## config.mk

```make
export PLATFORM = sky130hd
export DESIGN_NAME = timer_peripheral
export DESIGN_NICKNAME = d
export VERILOG_FILES = /design/src/rtl/timer_peripheral_pkg.sv /design/src/rtl/timer_peripheral_prescaler.sv /design/src/rtl/timer_peripheral.sv
export SDC_FILE = /design/constraint.sdc
export NUM_CORES = 1
export LEC_CHECK = 0
export ABC_AREA = 1
export CAP_MARGIN = 10
export CORE_MARGIN = 5
export CORE_UTILIZATION = 45
export CTS_CLUSTER_DIAMETER = 30
export DETAILED_ROUTE_END_ITERATION = 12
export PLACE_DENSITY = 0.72
export SYNTH_ARGS = -nofsm -noshare
export SYNTH_HDL_FRONTEND = slang
export SYNTH_SLANG_ARGS = --single-unit
```

## constraint.sdc

```tcl
create_clock -name clk -period 1.5 [get_ports clk]
set_input_delay 0.15 -clock clk [delete_from_list [all_inputs] [get_ports clk]]
set_output_delay 0.15 -clock clk [all_outputs]
set_load 0.1 [all_outputs]
```

## src/rtl/timer_peripheral_pkg.sv

```systemverilog
// timer_peripheral_pkg: register offsets, TCON bit indices and default window base
package timer_peripheral_pkg;
    localparam logic [31:0] DEFAULT_BASE_ADDR = 32'h4000_0000;
    localparam logic [4:0]  TH_OFF      = 5'h00;
    localparam logic [4:0]  TL_OFF      = 5'h04;
    localparam logic [4:0]  TCON_OFF    = 5'h08;
    localparam logic [4:0]  LED_OFF     = 5'h0C;
    localparam logic [4:0]  SYSTICK_OFF = 5'h10;
    localparam int EN_BIT = 0;
    localparam int IE_BIT = 1;
    localparam int ST_BIT = 2;
endpackage

```

## src/rtl/timer_peripheral_prescaler.sv

```systemverilog
// timer_prescaler: divides clk by PRESCALE, pulsing o_tick on the last count
module timer_prescaler #(
    parameter int PRESCALE = 1
) (
    input  logic clk,
    input  logic reset,
    input  logic i_en,
    input  logic i_clr,
    output logic o_tick
);
    localparam int W = (PRESCALE > 1) ? $clog2(PRESCALE) : 1;
    localparam logic [W-1:0] LAST = W'(PRESCALE - 1);
    logic [W-1:0] r_cnt;
    assign o_tick = i_en & ~i_clr & (r_cnt == LAST);
    always_ff @(posedge clk or negedge reset) begin
        if (!reset)
            r_cnt <= '0;
        else if (i_clr || o_tick)
            r_cnt <= '0;
        else if (i_en)
            r_cnt <= r_cnt + 1'b1;
    end
endmodule

```

## src/rtl/timer_peripheral.sv

```systemverilog
// timer_peripheral: bus-mapped reload timer with interrupt, LED register and SysTick counter
module timer_peripheral
    import timer_peripheral_pkg::*;
#(
    parameter logic [31:0] BASE_ADDR = DEFAULT_BASE_ADDR,
    parameter int          PRESCALE  = 1
) (
    input  logic        clk,
    input  logic        reset,
    input  logic        mem_read,
    input  logic        mem_write,
    input  logic [31:0] addr,
    input  logic [31:0] wdata,
    output logic [31:0] rdata,
    output logic        hit,
    output logic        irq,
    output logic [7:0]  led,
    output logic [31:0] systick
);
    logic [31:0] r_th, r_tl, r_systick, r_rdata;
    logic [2:0]  r_tcon;
    logic [7:0]  r_led;
    logic        r_irq;
    logic [4:0]  w_off;
    logic        w_wr, w_rd, w_tick, w_tl_wr, w_tcon_wr, w_ovf_set;
    logic [31:0] w_tl_nxt, w_rmux;
    logic [2:0]  w_tcon_nxt;
    logic        w_unused;

    assign hit       = addr[31:5] == BASE_ADDR[31:5];
    assign w_off     = {addr[4:2], 2'b00};
    assign w_unused  = &{1'b0, addr[1:0]};
    assign w_wr      = mem_write & hit;
    assign w_rd      = mem_read & hit;
    assign w_tl_wr   = w_wr & (w_off == TL_OFF);
    assign w_tcon_wr = w_wr & (w_off == TCON_OFF);

    timer_prescaler #(.PRESCALE(PRESCALE)) u_prescaler (
        .clk   (clk),
        .reset (reset),
        .i_en  (r_tcon[EN_BIT]),
        .i_clr (~r_tcon[EN_BIT]),
        .o_tick(w_tick)
    );

    // A TL write on the overflow edge suppresses both the reload and the status flag
    assign w_ovf_set = w_tick & (&r_tl) & r_tcon[IE_BIT] & ~w_tl_wr;
    assign w_tl_nxt  = w_tl_wr ? wdata : w_tick ? ((&r_tl) ? r_th : r_tl + 32'd1) : r_tl;

    always_comb begin
        w_tcon_nxt = w_tcon_wr ? wdata[2:0] : r_tcon;
        w_tcon_nxt[ST_BIT] = w_tcon_nxt[ST_BIT] | w_ovf_set;
    end

    assign w_rmux = (w_off == TH_OFF)      ? r_th :
                    (w_off == TL_OFF)      ? r_tl :
                    (w_off == TCON_OFF)    ? {29'd0, r_tcon} :
                    (w_off == LED_OFF)     ? {24'd0, r_led} :
                    (w_off == SYSTICK_OFF) ? r_systick : 32'd0;

    always_ff @(posedge clk or negedge reset) begin
        if (!reset) begin
            r_th      <= '0;
            r_tl      <= '0;
            r_tcon    <= '0;
            r_led     <= '0;
            r_systick <= '0;
            r_rdata   <= '0;
            r_irq     <= 1'b0;
        end else begin
            if (w_wr && w_off == TH_OFF)
                r_th <= wdata;
            if (w_wr && w_off == LED_OFF)
                r_led <= wdata[7:0];
            r_tl      <= w_tl_nxt;
            r_tcon    <= w_tcon_nxt;
            r_systick <= r_systick + 32'd1;
            r_rdata   <= w_rd ? w_rmux : 32'd0;
            r_irq     <= w_tcon_nxt[IE_BIT] & w_tcon_nxt[ST_BIT];
        end
    end

    assign rdata   = r_rdata;
    assign irq     = r_irq;
    assign led     = r_led;
    assign systick = r_systick;
endmodule

```

---- Yosys cells after proc, flatten, opt, wreduce, memory -nomap -nowiden ----
Cells that the tools add are included.
cells by class
  $add $sub $neg .......................... 3
  equal/unequal tests ..................... 5
  multiplexer cells ....................... 12
  bitwise logic cells ..................... 13
  reduce and logical (&&, ||, !) cells .... 7
operators by type and width
  kind                                                    number
  2-to-1 mux 32 bit                                       9
  adder 32 x 1 -> 32 bit (second input constant)          2
  AND reduction 32 bit                                    1
  equality test 27 x 26 -> 1 bit (second input constant)  1
  bitwise AND 1 bit                                       9
  equality test 3 x 2 -> 1 bit (second input constant)    2
  logical NOT 5 bit                                       1
  nonzero test 2 bit                                      2
  equality test 3 x 1 -> 1 bit (second input constant)    1
  equality test 3 bit (second input constant)             1
  2-to-1 mux 3 bit                                        1
  inverter 1 bit                                          3
  logical AND 1 bit                                       2
  2-to-1 mux 1 bit                                        2
  adder 1 bit (second input constant)                     1
  logical OR 1 bit                                        1
  OR 1 bit                                                1
word-level totals
  flip-flop bits (word level) ............. 141
  output and inout port bits .............. 74

---- Logic depth before layout (Yosys ltp) ----
Gate-level depths: netlist of run 1.
  depth in word-level cells ............... 7
  depth in mapped cells ................... 12
  depth with buffers taken out ............ 12

---- Modules after synthesis ----
From an unflattened synthesis of run 1, not the netlist that was laid out.
unflattened totals
  cell total of the unflattened synthesis .. 1,049
  area total of the unflattened synthesis .. 7,896.3 µm²
by module, submodules not included
  module            times used  cells each  area an instance (µm²)  seq. area each (µm²)
  timer_peripheral  1           1,043       7,852.5                 3,503.4
  timer_prescaler   1           6           43.8                    25.0

---- Least setup slack after synthesis of run 1 ----
No wires, ideal clock.
  path type ............................... register -> register
  start point ............................. register r_systick[1] (netlist: systick[1])
  end point ............................... register r_systick[24] (netlist: systick[24])
  arrival time ............................ 2.184 ns
  required time ........................... 1.373 ns
  slack ................................... -0.811 ns
  cell stages (with the launch flop) ...... 10
  buffers on the path ..................... 0
  period minus slack after synthesis ...... 2.311 ns
  path through ............................ dfrtp_1 ha_1 nand2_1 nor2_2 nand2_2 nor2_2 nand2_2 nor2_2 nand2_1 xor2_1
on the way
  word-level cells in the longest chain between the ends .. 1
ends and longest elaborated chain
  what                      line                    text
  start: declaration        timer_peripheral.sv:20  logic [31:0] r_th, r_tl, r_systick, r_rdata;
  start signal: assignment  timer_peripheral.sv:77  r_systick <= r_systick + 32'd1;
  adder 32 x 1 -> 32 bit    timer_peripheral.sv:77
Every way passes these cells.
A chain may end at the register's enable or synchronous reset.

---- Worst setup path in the final report of run 1 ----
  start point ............................. register r_tl[0]
  end point ............................... register r_tl[10]
on the way
  word-level cells in the longest chain between the ends .. 4
  elaborated cells between the ends (all ways) .. 5
  those cells by class .................... add/sub: 1; mux: 3; reduce/logical: 1
ends and longest elaborated chain
  what                                                            line                    text
  start: declaration                                              timer_peripheral.sv:20
  start signal: assignment                                        timer_peripheral.sv:75  r_tl <= w_tl_nxt;
  adder 32 x 1 -> 32 bit or AND reduction 32 bit (tied branches)  timer_peripheral.sv:48  assign w_tl_nxt = w_tl_wr ? wdata : w_tick ? ((&r_tl) ? r_th : r_tl + 32'd1) : r_tl;
  2-to-1 mux 32 bit (*) (3 in a row)                              timer_peripheral.sv:48
Every way passes the cells marked *; elsewhere a longest branch is shown, timed or not. The select of a mux whose other input is x is not followed.

==> flow_summary.ini, run 1 <==
[drt]
drtIter0Drc = 999
wl_um = 30600
viasPerCell = 5.50
drtPass1Iterations = 5
ant_nets = 0
wl_per_cell_um = 18.5
vias = 9107
drc = 0

[timing]
timing.final.crit_period_ns = 1.79
rsz0062_at_grt = yes
finClkSkew_ns = 0.00858
worstMarginPinSlew_ns = 0.621
fmaxAchievable_mhz = 558
setup_viol = 42
hold_violations = 0
slew_headroom = 0.585
finalCritPeriodShare = 1.20
slew_violations = 0
setup_ws_ns = -0.294
whs_ns = 0.174

[logic_synthesis]
yosys.cell_count.top_type = nand2_1
ys_async_sr_fraction = 1.00
avgSynthCellArea_sq_um = 7.34
ys.flop_type = dfrtp_1
ys_top_cells_by_count = 325 x nand2_1, 141 x dfrtp_1, 121 x nor2_1
ys_seq_area_frac = 0.439
yosysWarnings = 0
yosysTopAreaCell = dfrtp_1
yosys-top-cells-area = dfrtp_1 44%, nand2_1 15%, nand3_1 6.4%
syn_nets = 1165
synth_top_area_share = 0.439
synth_area_sq_um = 8030
synth_edf_count = 0
ys_ff_latch = 141
syn_inst = 1095
ys_types = 41

[hold_path]
hold_class = in -> async

[floorplanning]
fp.dieArea_sq_um = 20600
initial_core_util = 0.461
core_area_sq_um = 17400
rows = 48
fp.dieW_um = 144
fp.dieH_um = 144
boundaryPins = 142

[clock_tree]
clock-sinks = 141
clock_latency_ns = 0.44
htree_num_levels = 4
ctsLongestPathBuffers = 2
clkSlewWorstSetupHoldPaths_ns = 0.06
cts_buffers = 17
cts_root_buf = clkbuf_16
tritoncts = yes

[setup_path]
end_kind = flop
crit_type = reg -> reg
cp.arrival_ns = 2.12
path_max_fanout = 4
critPathLaunchType = flop
crit_required_ns = 1.83

[finish]
fin_cells = 1657
drive_gt1_frac = 0.341
fin_area_sq_um = 13400
fin_nets = 1489
antenna_cells = 0
syn_to_final_growth_pct = 66.6

[global_route]
grt_util_all_layers = 0.278
grt_max_degree = 45
grt_pass1_wl_um = 44500
overflow = 0
grt_pass1_vias = 8538
grt_antenna_before_repair = 0

[run_status]
status = finished, violations left
violations = setup timing

[pwr]
power_mw = 9.66
p_leak_nw = 6.28
p_per_area_nw_per_um2 = 722
ir_drop_mv = 0.839

[placement]
placed_cell_area_sq_um = 11800
io_buffer_count = 139
placed_cells = 1594
dp_hpwl_um = 21500
place_congestion = 1.01

[run]
drv_cap = 0
==> timing repair <==
item	CTS	global route
endpoints found under the setup margin	49	79
cloned	0	6
hold buffers	1	0
buffers inserted	8	17
hold endpoints to repair	121	0
gates resized for setup	59	122
pin swaps	40	64
==> sequential cells by signal, indices dropped and copies added, names as in the netlist <==
register / count
irq: 1
u_prescaler.r_cnt: 1
rdata: 32
systick: 32
r_tl: 32
r_tcon: 3
led: 8
r_th: 32
==> layer usage <==
metal | routed length [um] | track usage | share of wire | vias to the layer above
met2 | 14500 | 0.451 | 0.47 | 570
met5 | 0 | 0 | 0 | -
met3 | 3030 | 0.0519 | 0.099 | 96
li1 | - | - | - | 4165
met1 | 11900 | 0.376 | 0.39 | 4276
met4 | 1130 | 0.0946 | 0.037 | 0
==> area by class of cell <==
type / count / area (sq um)
Clock buffer: 18 / 439
Clock inverter: 14 / 191
Fill cell: 1215 / 4030
Inverter: 127 / 479
Multi-Input combinational cell: 791 / 4440
Sequential cell: 141 / 3620
Tap cell: 225 / 282
Timing Repair Buffer: 341 / 3940
==> logic make-up after synthesis <==
| family | share of synthesized area |
|---|---|
| and+or+nand+nor | 0.346 |
| buffers and inverters | 0.0841 |
| DFF | 0.439 |
| AOI/OAI and AO/OA | 0.0844 |
| xor gates and xnor gates | 0.0425 |
| adders and majority gates | 0.00311 |
| other | 0.000467 |
==> report_power, final <==
part / switching, mW / total [mW] / internal (mW)
registers: 0.0895 / 3.95 / 3.86
clock network: 1.76 / 4.59 / 2.82
logic: 0.574 / 1.13 / 0.552
==> cell usage in the layout (no fill, tap or decap), types with 6 or more instances in the layout <==
master / n
dfrtp_4: 19
nand4_1: 16
nor2_2: 6
dfrtp_1: 109
o21ai_0: 26
xor2_1: 32
clkdlybuf4s50_1: 35
dfrtp_2: 13
inv_2: 11
nor3_2: 8
nand2_2: 34
nand3_2: 24
buf_6: 29
inv_1: 114
clkbuf_16: 21
o21ai_2: 12
nor3_1: 8
buf_12: 84
dlygate4sd2_1: 23
o22ai_1: 22
nand2_4: 7
buf_4: 159
a21oi_1: 25
o21ai_1: 16
nand2_1: 293
nor2_4: 16
nand3_4: 9
nand3_1: 78
nor2_1: 114
a221oi_1: 11
==> stage by stage <==
stage                     utilization  setup TNS, ns  setup WS [ns]
after floorplan                     -          -3.00         -0.274
after global placement          0.679         -36.16         -0.397
after detailed placement        0.679         -41.79         -0.499
after CTS                       0.727          -6.40         -0.239
after global routing            0.769         -10.17         -0.364
final                           0.769          -6.89         -0.294
==> critical path, stage by stage, from the launching register on <==
cell,delay (ns)
dfrtp_1,0.43
ha_4,0.18
nand3_4,0.09
inv_4,0.11
buf_6,0.10
nand3b_1,0.19
xor2_1,0.24
nand2_1,0.07
nand2_1,0.06
nand2_1,0.05
nand2_1,0.09
nand2_1,0.06
==> final timing paths <==
kind | start | end | slack (ns) | depth (start not counted)
min in group clk | wdata[11] | r_th[11] | 0.28 | 3
worst min register to register | r_tcon[0] | r_tcon[0] | 0.54 | 2
worst max-delay path | r_tl[0] | r_tl[10] | -0.29 | 11
worst min-delay path | reset | r_tcon[2] | 0.17 | 2
worst max register to register | r_tl[0] | r_tl[10] | -0.29 | 11
max in group asynchronous | reset | systick[21] | 0.70 | 3
(Power assumes the default switching activity.)
==> inputs of run 2 (changes only) <==
--- a/config.mk
+++ b/config.mk
@@ -15,3 +15,4 @@
 export SYNTH_ARGS = -nofsm -noshare
 export SYNTH_HDL_FRONTEND = slang
 export SYNTH_SLANG_ARGS = --single-unit
+export TNS_END_PERCENT = 30
==> run 2 against run 1 <==
  * Final area fell by 0.97%
  * Highest routed layer unchanged
  * Register-to-register slack is essentially flat
  * Global-route usage is 0.81 points higher
  * The flow still finishes with violations (setup timing)
  * Hold slack got worse by 0.0038 ns
  * First-iteration DRC count rose by 21%
  * Sequential cell count is the same
  * Worst setup slack improved by 0.0042 ns
  * Count of clock-buffer cells in the layout increased by 2
==> flow_summary.ini, run 2 (synthesized netlist as in run 1, its figures left out) <==
[timing]
slew_headroom = 0.647
hold_violations = 0
finalCritPeriodShare = 1.19
rsz0062_at_grt = yes
fmaxAchievable_mhz = 559
timing.final.crit_period_ns = 1.79
whs_ns = 0.170
tns_ns = -7.20
slew_violations = 0
finClkSkew_ns = 0.00832
worstMarginPinSlew_ns = 0.529
setup_viol = 44
setup_ws_ns = -0.289

[setup_path]
timing.rr.end = r_tl[3]
path_max_fanout = 6
ff2ff_setup_slack_ns = -0.29
crit_required_ns = 1.79
r2r_cells = 11
reg2reg_from = r_tl[1]
critPathLaunchType = flop
cp.arrival_ns = 2.08
setup.worst_path.start = r_tl[1]
crit_end = r_tl[3]
crit_type = reg -> reg
end_kind = flop

[finish]
final_common_cell = nand2_1
drive_gt1_frac = 0.334
final_cell_mix = 303 x nand2_1, 179 x buf_4, 113 x inv_1
fin_nets = 1499
syn_to_final_growth_pct = 65.0
antenna_cells = 0
fin_cells = 1667

[global_route]
overflow = 0
grt_max_degree = 50
grt_pass1_wl_um = 45800
grt_antenna_before_repair = 0
grt_util_all_layers = 0.286
grt_pass1_vias = 8739

[run]
drv_cap = 0

[drt]
viasPerCell = 5.43
drtPass1Iterations = 6
ant_nets = 0
wl_per_cell_um = 18.3
drc = 0
wl_um = 30400
vias = 9060
drtIter0Drc = 1208

[floorplanning]
initial_core_util = 0.461
rows = 48
fp.dieH_um = 144
boundaryPins = 142
fp.dieArea_sq_um = 20600
fp.dieW_um = 144
core_area_sq_um = 17400

[pwr]
pwr-share-seq = 0.411
netSwitchingPower_mw = 2.45
power_mw = 9.61
p_int_mw = 7.16
p_sw_frac = 0.254
ir_drop_mv = 0.806
combPwrFrac = 0.121
p_per_area_nw_per_um2 = 725
p_leak_nw = 6.28
clkPwrFrac = 0.468

[run_status]
status = finished, violations left
violations = setup timing

[placement]
dp_hpwl_um = 21700
place_congestion = 1.01
placed_cells = 1611
dp_slack_ns = -0.416
io_buffer_count = 139

[clock_tree]
cts_root_buf = clkbuf_16
clock_latency_ns = 0.43
cts_buffers = 17
tritoncts = yes
ctsLongestPathBuffers = 2
clock-sinks = 141
clkSlewWorstSetupHoldPaths_ns = 0.06
htree_num_levels = 4

[hold_path]
hold_class = in -> async
[run 2: cell type report]
| type | instances | area [sq um] |
|---|---|---|
| Multi-Input combinational cell | 792 | 4320 |
| Fill cell | 1224 | 4160 |
| Timing Repair Buffer | 350 | 3930 |
| Sequential cell | 141 | 3620 |
| Inverter | 127 | 484 |
| Clock buffer | 20 | 457 |
| Tap cell | 225 | 282 |
| Clock inverter | 12 | 163 |
[run 2: power by group through the flow]
stage / clock [mW] / sequential (mW) / combinational (mW)
3_3_place_gp: 0 / 3.98 / 0.930
2_1_floorplan: 0 / 3.99 / 0.312
4_1_cts: 4.49 / 3.93 / 0.988
6_report: 4.50 / 3.95 / 1.16
5_1_grt: 4.68 / 3.95 / 1.24
3_5_place_dp: 0 / 3.98 / 0.949
[run 2: routing by layer]
metal  part of all wire  global-route usage  vias up
met5                  0                   0        -
met4              0.021              0.0872        0
met3              0.090              0.0622       66
met2               0.48               0.464      529
met1               0.40               0.386     4277
li1                   -                   -     4188
[run 2: worst min-delay path by stage]
stage               slack, ns  endpoint   from  cells past startpoint
CTS                      0.17       irq  reset                      2
global placement         0.05       irq  reset                      1
finish                   0.17       irq  reset                      2
floorplan               -0.15       irq  reset                      0
detailed placement       0.06       irq  reset                      1
global route             0.20    led[2]  reset                      2
[run 2: metrics by stage]
step / area [sq um] / utilization
after floorplan: 8180 / -
final: 13300 / 0.761
after global placement: 12000 / 0.687
after global routing: 13300 / 0.761
after detailed placement: 12000 / 0.687
after CTS: 12800 / 0.735
[run 2: worst max-delay path: stages (launching register included)]
cell      delay (ns)
dfrtp_1         0.43
ha_4            0.18
nand3_4         0.08
clkinv_4        0.09
nand2_4         0.07
nor2_8          0.18
nand2_4         0.12
buf_12          0.16
nand3_1         0.07
o21ai_1         0.08
nand2_1         0.07
nand3_1         0.11
[run 2: timing repair]
item	4_1_cts	5_1_grt
hold buffers	1	0
gates cloned	1	1
gates resized for setup	56	98
hold endpoints to repair	141	0
pin swaps	36	36
endpoints found under the setup margin	51	91
setup buffers	12	10
